<file path="src/rtl/serdesphy_ana_debug_capture.sv">
// serdesphy_ana_debug_capture
//   Digitizes the 1-bit analog debug comparator back into bytes. The input
//   is synchronized, sampled LSB first once every div+1 clocks, and each
//   assembled byte is pushed into a small FWFT FIFO with a valid/ready
//   output side.
//
// Build option:
//   SERDESPHY_DBG_CAP_MAJORITY_EN - captured bit is the majority of the
//   synchronized input over the last three cycles (glitch rejection,
//   meaningful for div >= 2). Undefined: captured bit is sync_in itself.
//
// Ports:
//   clk, rst_n    clock, async active-low reset
//   enable        block enable; low during a capture aborts it
//   start         one-cycle request to capture a byte
//   div           bit period in clk cycles minus 1 (stable while busy)
//   dbg_ana_in    asynchronous comparator input
//   data_out      FIFO head byte
//   data_valid    FIFO not empty
//   data_ready    consumer accepts data_out
//   busy          capture in progress
//   overflow      sticky: a byte was dropped on a full FIFO
//   clear_ovf     clears overflow (a same-cycle drop wins)
module serdesphy_ana_debug_capture #(
  parameter int DIV_W = 8,
  parameter int DEPTH = 4
) (
  input  logic             clk,
  input  logic             rst_n,
  input  logic             enable,
  input  logic             start,
  input  logic [DIV_W-1:0] div,
  input  logic             dbg_ana_in,
  output logic [7:0]       data_out,
  output logic             data_valid,
  input  logic             data_ready,
  output logic             busy,
  output logic             overflow,
  input  logic             clear_ovf
);
  localparam int AW = $clog2(DEPTH);

  typedef enum logic {IDLE, CAPTURE} state_t;

  // input synchronizer
  logic sync1_q, sync_in;
  always_ff @(posedge clk or negedge rst_n) begin
    if (!rst_n) begin
      sync1_q <= 1'b0;
      sync_in <= 1'b0;
    end else begin
      sync1_q <= dbg_ana_in;
      sync_in <= sync1_q;
    end
  end

  // bit value taken on a sample edge
  logic samp_bit;
`ifdef SERDESPHY_DBG_CAP_MAJORITY_EN
  // window is the current sync_in plus its two previous values
  logic [1:0] hist_q;
  always_ff @(posedge clk or negedge rst_n) begin
    if (!rst_n) hist_q <= 2'b00;
    else        hist_q <= {hist_q[0], sync_in};
  end
  assign samp_bit = (sync_in & hist_q[0]) | (sync_in & hist_q[1]) | (hist_q[0] & hist_q[1]);
`else
  assign samp_bit = sync_in;
`endif

  // capture FSM
  state_t           state_q, state_d;
  logic [DIV_W-1:0] cnt_q, cnt_d;
  logic [2:0]       bit_idx_q, bit_idx_d;
  logic [6:0]       shift_q, shift_d;
  logic             push;
  logic [7:0]       push_byte;

  always_ff @(posedge clk or negedge rst_n) begin
    if (!rst_n) begin
      state_q   <= IDLE;
      cnt_q     <= '0;
      bit_idx_q <= 3'd0;
      shift_q   <= 7'd0;
    end else begin
      state_q   <= state_d;
      cnt_q     <= cnt_d;
      bit_idx_q <= bit_idx_d;
      shift_q   <= shift_d;
    end
  end

  always_comb begin
    state_d   = state_q;
    cnt_d     = cnt_q;
    bit_idx_d = bit_idx_q;
    shift_d   = shift_q;
    push      = 1'b0;
    push_byte = {samp_bit, shift_q};
    case (state_q)
      IDLE: begin
        if (start && enable) begin
          state_d   = CAPTURE;
          cnt_d     = div;
          bit_idx_d = 3'd0;
        end
      end
      CAPTURE: begin
        if (!enable) begin
          // partial byte is simply abandoned
          state_d = IDLE;
        end else if (cnt_q == '0) begin
          if (bit_idx_q == 3'd7) begin
            push    = 1'b1;
            state_d = IDLE;
          end else begin
            shift_d[bit_idx_q] = samp_bit;
            cnt_d              = div;
            bit_idx_d          = bit_idx_q + 3'd1;
          end
        end else begin
          cnt_d = cnt_q - 1'b1;
        end
      end
      default: state_d = IDLE;
    endcase
  end

  assign busy = (state_q == CAPTURE);

  // FWFT FIFO; extra pointer MSB distinguishes full from empty
  logic [7:0]  mem_q [DEPTH];
  logic [AW:0] wr_ptr_q, rd_ptr_q;
  logic        empty, full, pop, wr_en, drop;
  logic        ovf_q, ovf_d;

  assign empty = (wr_ptr_q == rd_ptr_q);
  assign full  = (wr_ptr_q[AW] != rd_ptr_q[AW]) && (wr_ptr_q[AW-1:0] == rd_ptr_q[AW-1:0]);
  assign pop   = !empty && data_ready;
  // a pop on the same edge frees the slot the push needs
  assign wr_en = push && (!full || pop);
  assign drop  = push && full && !pop;
  assign ovf_d = drop ? 1'b1 : (clear_ovf ? 1'b0 : ovf_q);

  always_ff @(posedge clk or negedge rst_n) begin
    if (!rst_n) begin
      for (int i = 0; i < DEPTH; i++) mem_q[i] <= 8'd0;
      wr_ptr_q <= '0;
      rd_ptr_q <= '0;
      ovf_q    <= 1'b0;
    end else begin
      if (wr_en) begin
        mem_q[wr_ptr_q[AW-1:0]] <= push_byte;
        wr_ptr_q                <= wr_ptr_q + 1'b1;
      end
      if (pop) rd_ptr_q <= rd_ptr_q + 1'b1;
      ovf_q <= ovf_d;
    end
  end

  assign data_out   = mem_q[rd_ptr_q[AW-1:0]];
  assign data_valid = !empty;
  assign overflow   = ovf_q;
endmodule

</file>
<file path="config.mk">
export PLATFORM = sky130hd
export DESIGN_NAME = serdesphy_ana_debug_capture
export DESIGN_NICKNAME = d
export VERILOG_FILES = /design/src/rtl/serdesphy_ana_debug_capture.sv
export SDC_FILE = /design/constraint.sdc
export NUM_CORES = 1
export LEC_CHECK = 0
export CAP_MARGIN = 0
export CORE_MARGIN = 1
export CORE_UTILIZATION = 57
export DETAILED_ROUTE_END_ITERATION = 6
export PLACE_DENSITY = 0.79
export SLEW_MARGIN = 20
export SYNTH_ARGS = -nofsm -noshare
export SYNTH_HDL_FRONTEND = slang
export SYNTH_SLANG_ARGS = --single-unit
</file>
<file path="constraint.sdc">
create_clock -name clk -period 2.77 [get_ports clk]
set_clock_uncertainty 0.05 [all_clocks]
set_input_delay 0.554 -clock clk [delete_from_list [all_inputs] [get_ports clk]]
set_output_delay 0.554 -clock clk [all_outputs]
set_load 0.01 [all_outputs]
</file>
==> results.json, run 1 <==
{
  "status": "completed",
  "clockRootBuffer": "clkbuf_8",
  "grt_pass1_vias": 2081,
  "synth_top_cell_by_area": "dfrtp_1",
  "grt_pass1_wl_um": 10250,
  "swShare_pct": 23.91,
  "hpwl_um": 4243,
  "die_w_um": 74.99,
  "relSlewSlack_pct": 45.55,
  "pwr-share-seq_pct": 44.7,
  "routed_wl_um": 6167,
  "yosys_warnings": 0,
  "numCtsBuffers": 9,
  "port_buffers": 25,
  "place_congestion": 0.8756,
  "post-place-ws_ns": 0.1428,
  "synth_area_um2": 3037,
  "yosys.area_share.adder_pct": 3.296,
  "area_growth_pct": 19.04,
  "synth_seq_area_share_pct": 49.44,
  "cts_hold_buffers": 0,
  "grt_max_degree": 61,
  "ys_ff_latch": 60,
  "worst_slack_ns": 0.2189,
  "fin_nets": 302,
  "fin_crit_sh_pct": 92.10,
  "synth_most_common_cell": "dfrtp_1",
  "synth_top_family_by_area": "multiplexers",
  "power.total_w": 0.002204,
  "initial_utilization_pct": 59.46,
  "rsz0062_at_grt": "no",
  "vias": 2123,
  "power.density_nw_per_um2": 609.8,
  "avgSynthCellArea_um2": 12.24,
  "critical_path_required_ns": 2.17,
  "netlist_top_cells_count": "dfrtp_1 (60), mux2_2 (36), nand2_1 (16)",
  "dpl_cell_area_um2": 3364,
  "timing.final.crit_period_ns": 2.551,
  "cts_sinks": 60,
  "antenna_cells": 0,
  "clock.fmax_mhz": 392.0,
  "holdPathStages": 0,
  "vias_per_cell": 5.997,
  "synth_cells": 248,
  "route.detailed.drc": 0,
  "synth_compound_area_share_pct": 7.623,
  "max_cap_violations": 0,
  "core_um2": 5107,
  "stdcell_area_um2": 3615,
  "synth-async-reset-ratio_pct": 100.0,
  "crit_fanout": 11,
  "synth.mux.area_fraction_pct": 21.80,
  "drt-pass1-iter-count": 4,
  "num_rows": 26,
  "hold_violations": 0,
  "drtIter0Drc": 198,
  "clkTransAtPathRegs_ns": 0.07,
  "cp_data_arrival_time_ns": 1.95,
  "die_area_um2": 5624,
  "postRouteAntennaNets": 0,
  "synthTopCellsByArea": "dfrtp_1 (49%), mux2_2 (13%), mux4_2 (5.9%)",
  "syn_nets": 271,
  "grt-ovfl-total": 0,
  "synthFlopType": "dfrtp_1",
  "wl_per_cell_um": 17.42,
  "clkPwrFrac_pct": 44.7,
  "post_cts_resized": 0,
  "comb_power_share_pct": 10.7,
  "drive_above_1_share_pct": 25.35,
  "r2r_cells": 6,
  "cts_tree": "yes",
  "final_core_util_pct": 70.77,
  "synth_cell_types": 43,
  "clockBufferDepth": 2,
  "synth_xor_area_share_pct": 2.019,
  "drv_slew": 0,
  "setup_tns_ns": 0,
  "synth_simple_gate_area_share_pct": 12.44,
  "power.internal_w": 0.001677,
  "worstSetupPathType": "reg -> out",
  "clkLatencyLatePin_ns": 0.34,
  "hp-class": "reg -> reg",
  "leakagePower_nw": 1.624,
  "switchingPower_w": 0.0005270,
  "io_pins": 26,
  "antenna_found_initial": 0,
  "synth_top_area_share_pct": 49.44,
  "peakVddDrop_uv": 382.4,
  "worstSetupStartpointType": "flop",
  "grtUsageTotal_pct": 25.21,
  "synth_edf_count": 0,
  "setup_viol": 0,
  "htree_num_levels": 3,
  "worstMarginPinSlew_ns": 0.8082,
  "cp-end-kind": "output port",
  "dieHeight_um": 74.99,
  "cts_setup_buffers": 0
}
## path summary, 6_finish.rpt
kind / startpoint / endpoint / slack, ns
setup reg to reg: cnt_q[0] / shift_q[0] / 0.23
setup / recovery: rd_ptr_q[0] / data_out[4] / 0.22
hold reg to reg: sync1_q / samp_bit / 0.30
hold / removal: sync1_q / samp_bit / 0.30
max in group asynchronous: rst_n / wr_ptr_q[1] / 1.86
min in group asynchronous: rst_n / mem_q[31] / 0.31
## flip-flops by register name, summed over array words and instances, names as in the netlist
register,flops
bit_idx_q,3
busy,1
cnt_q,8
mem_q,32
overflow,1
rd_ptr_q,3
samp_bit,1
shift_q,7
sync1_q,1
wr_ptr_q,3
## kinds of logic after synthesis
logic type,after synthesis
AOI/OAI and AO/OA,33
xor gates and xnor gates,7
adders and majority gates,8
buffers and inverters,23
DFF,60
muxes,51
and+or+nand+nor,66
## power by group through the flow
stage / sequential [W] / combinational, W / clock [W]
after floorplan: 0.000975 / 0.000163 / 0
after global placement: 0.000997 / 0.000228 / 0
after detailed placement: 0.000999 / 0.000233 / 0
after CTS: 0.000983 / 0.000235 / 0.000993
after global routing: 0.000993 / 0.000264 / 0.00103
final: 0.000984 / 0.000235 / 0.000984
## routing by layer
| layer | vias up | global-route usage [%] | routed length, um |
|---|---|---|---|
| met1 | 1065 | 34.02 | 2771 |
| met3 | 14 | 4.552 | 252 |
| met2 | 56 | 39.84 | 2995 |
| li1 | 988 | - | - |
| met4 | 0 | 11.95 | 147 |
| met5 | - | 0 | 0 |
## worst max-delay path: stages (launching register included)
cell             delay, ns
dfrtp_1               0.33
buf_4                 0.23
mux4_2                0.55
clkdlybuf4s50_1       0.50
## cell usage in the layout, fill, tap and decap left out, drive strengths merged, types with 2 or more instances in the layout
cell type / instances
dfrtp: 60
mux2: 41
clkdlybuf4s50: 24
nand2: 16
clkbuf: 12
inv: 10
nor4: 10
nor2: 9
buf: 9
mux4: 8
ha: 8
xnor2: 7
o21ai: 7
a21oi: 7
nand2b: 6
or4: 5
nor3: 5
nand3: 4
a221o: 4
o31ai: 3
bufinv: 3
mux2i: 2
o221ai: 2
a22oi: 2
nor4b: 2
## area by class of cell
cell class                      count  area, um2
Timing Repair Buffer               33      305.3
Clock buffer                       12      155.1
Fill cell                         375       1493
Multi-Input combinational cell    165       1433
Sequential cell                    60       1501
Tap cell                           70      87.58
Clock inverter                      4      95.09
Inverter                           10      37.54
## metrics by stage
stage / instances / hold slack, ns
after detailed placement: 338 / 0.2951
after CTS: 354 / 0.3133
after global placement: 338 / 0.2829
final: 354 / 0.3012
after global routing: 354 / 0.3240
after floorplan: 248 / 0.2084
No activity file was read; power rests on OpenSTA's default activity.
==> run 2: changes to the inputs <==
- CTS_CLUSTER_SIZE: default -> 24
==> results of run 2 <==
The final DEF is identical to that of run 1; final timing and power are the same.
==> run 3: changes to the inputs <==
- CELL_PAD_IN_SITES_DETAIL_PLACEMENT: default -> 1
- CELL_PAD_IN_SITES_GLOBAL_PLACEMENT: default -> 2
- CORE_UTILIZATION: 57 -> 39
- PLACE_DENSITY: 0.79 -> default
- PLACE_DENSITY_LB_ADDON: default -> 0.1
==> run 3 against run 2 <==
Compared with the run above: fmax is 4.1% lower; count of clock-buffer cells in the layout is 3 lower; sequential share of layout area is 0.25 points lower; sequential power hardly changed; sequential cell count stayed put; clock power is 19% lower; first-iteration DRC count is 46% lower; via count is 1.2% lower; power is 7.2% lower; critical path depth stayed put; largest cell class unchanged.
==> results.json, run 3 (same netlist as run 1, synthesis figures left out) <==
{
  "status": "completed",
  "largest_register": "mem_q",
  "htree_num_levels": 3,
  "port_buffers": 25,
  "largestRegisters": "mem_q: 32 flops, cnt_q: 8 flops, shift_q: 7 flops",
  "numCtsBuffers": 9,
  "clockBufferDepth": 2,
  "die_w_um": 90.24,
  "power.total_w": 0.002044,
  "layout_commonest_cell": "dfrtp_1",
  "initial_utilization_pct": 40.99,
  "grt_pass1_wl_um": 12240,
  "critical_path_required_ns": 2.17,
  "hp-class": "in -> async",
  "vias_per_cell": 5.405,
  "setup_viol": 0,
  "drive_above_1_share_pct": 27.34,
  "worstSetupStartpointType": "flop",
  "route.detailed.drc": 0,
  "cts_setup_buffers": 0,
  "max_cap_violations": 0,
  "place_congestion": 0.7727,
  "hold_violations": 0,
  "routed_wl_um": 7247,
  "cp_data_arrival_time_ns": 2.06,
  "grt-ovfl-total": 0,
  "setup_tns_ns": 0,
  "crit-reg2reg-launch": "cnt_q[1]",
  "num_rows": 31,
  "grt_max_degree": 28,
  "clock.fmax_mhz": 376.0,
  "antenna_found_initial": 0,
  "peakVddDrop_uv": 307.0,
  "drv_slew": 0,
  "dpl_cell_area_um2": 3438,
  "worstSetupPathType": "reg -> out",
  "fin_crit_sh_pct": 96.03,
  "area_growth_pct": 19.86,
  "relSlewSlack_pct": 50.53,
  "antenna_cells": 0,
  "worstMarginPinSlew_ns": 0.7358,
  "timing.final.crit_period_ns": 2.660,
  "hpwl_um": 5108,
  "vias": 2097,
  "cts_hold_buffers": 0,
  "clkTransAtPathRegs_ns": 0.08,
  "grtUsageTotal_pct": 19.83,
  "fin_cells": 388,
  "postRouteAntennaNets": 0,
  "drtIter0Drc": 107,
  "leakagePower_nw": 1.617,
  "fin_nets": 307,
  "wl_per_cell_um": 18.68,
  "crit_path_start": "rd_ptr_q[0]",
  "clkLatencyLatePin_ns": 0.35,
  "die_area_um2": 8143,
  "crit_fanout": 7,
  "dieHeight_um": 90.24,
  "core_um2": 7408,
  "placedCellCount": 372,
  "power.density_nw_per_um2": 561.7,
  "grt_pass1_vias": 2225,
  "layout_common_cells": "dfrtp_1 (59), mux2_2 (36), clkdlybuf4s50_1 (24), nand2_1 (16), buf_4 (13)",
  "cp-end-kind": "output port",
  "io_pins": 26,
  "cts_tree": "yes",
  "cts_sinks": 60,
  "stdcell_area_um2": 3640,
  "clockRootBuffer": "clkbuf_8",
  "rsz0062_at_grt": "no",
  "largest_reg_flops": 32,
  "drt-pass1-iter-count": 4
}
-- run 3: worst max-delay path: stages, from the launching register on --
cell and delay (ns):
dfrtp_2 0.45, buf_4 0.23, mux4_2 0.53, clkdlybuf4s50_1 0.49
-- run 3: cell type report --
cell class                      count  area [um2]
Fill cell                         789        3769
Sequential cell                    60        1503
Multi-Input combinational cell    165        1433
Timing Repair Buffer               38       342.8
Clock buffer                        9       123.9
Tap cell                           99       123.9
Clock inverter                      7       76.32
Inverter                           10       37.54
-- run 3: stage by stage --
stage          setup WS (ns)  hold WS, ns  util (%)
6_report              0.1101       0.1864     49.13
5_1_grt              0.01182       0.2252     49.13
4_1_cts              0.08039       0.2139     49.13
3_5_place_dp          0.1160       0.2896     46.41
3_3_place_gp          0.1136       0.2956     46.41
2_1_floorplan         0.3470       0.2084         -
-- run 3: final timing paths --
check	to	slack, ns	cells after the start
min reg2reg	samp_bit	0.31	0
max reg2reg	shift_q[5]	0.15	6
min	wr_ptr_q[0]	0.19	1
min in group clk	samp_bit	0.31	0
max in group asynchronous	shift_q[3]	1.76	2
max	data_out[4]	0.11	3
-- run 3: where the power goes --
group / total (W) / switching (W) / internal (W)
Clock: 0.000801 / 0.000382 / 0.000419
Sequential: 0.000981 / 0.0000641 / 0.000917
Combinational: 0.000263 / 0.000140 / 0.000123
-- run 3: layer usage --
| layer | global-route usage (%) | part of all wire (%) | vias up |
|---|---|---|---|
| li1 | - | - | 998 |
| met1 | 28.59 | 51 | 1059 |
| met2 | 28.88 | 45 | 33 |
| met3 | 5.330 | 3.6 | 7 |
| met4 | 6.317 | 1.0 | 0 |
| met5 | 0 | 0 | - |
-- run 3: what timing repair did --
item                                   in CTS  in global routing
endpoints found under the hold margin       0                  0
gates resized for setup                     1                  0
setup endpoints to repair                   1                  0
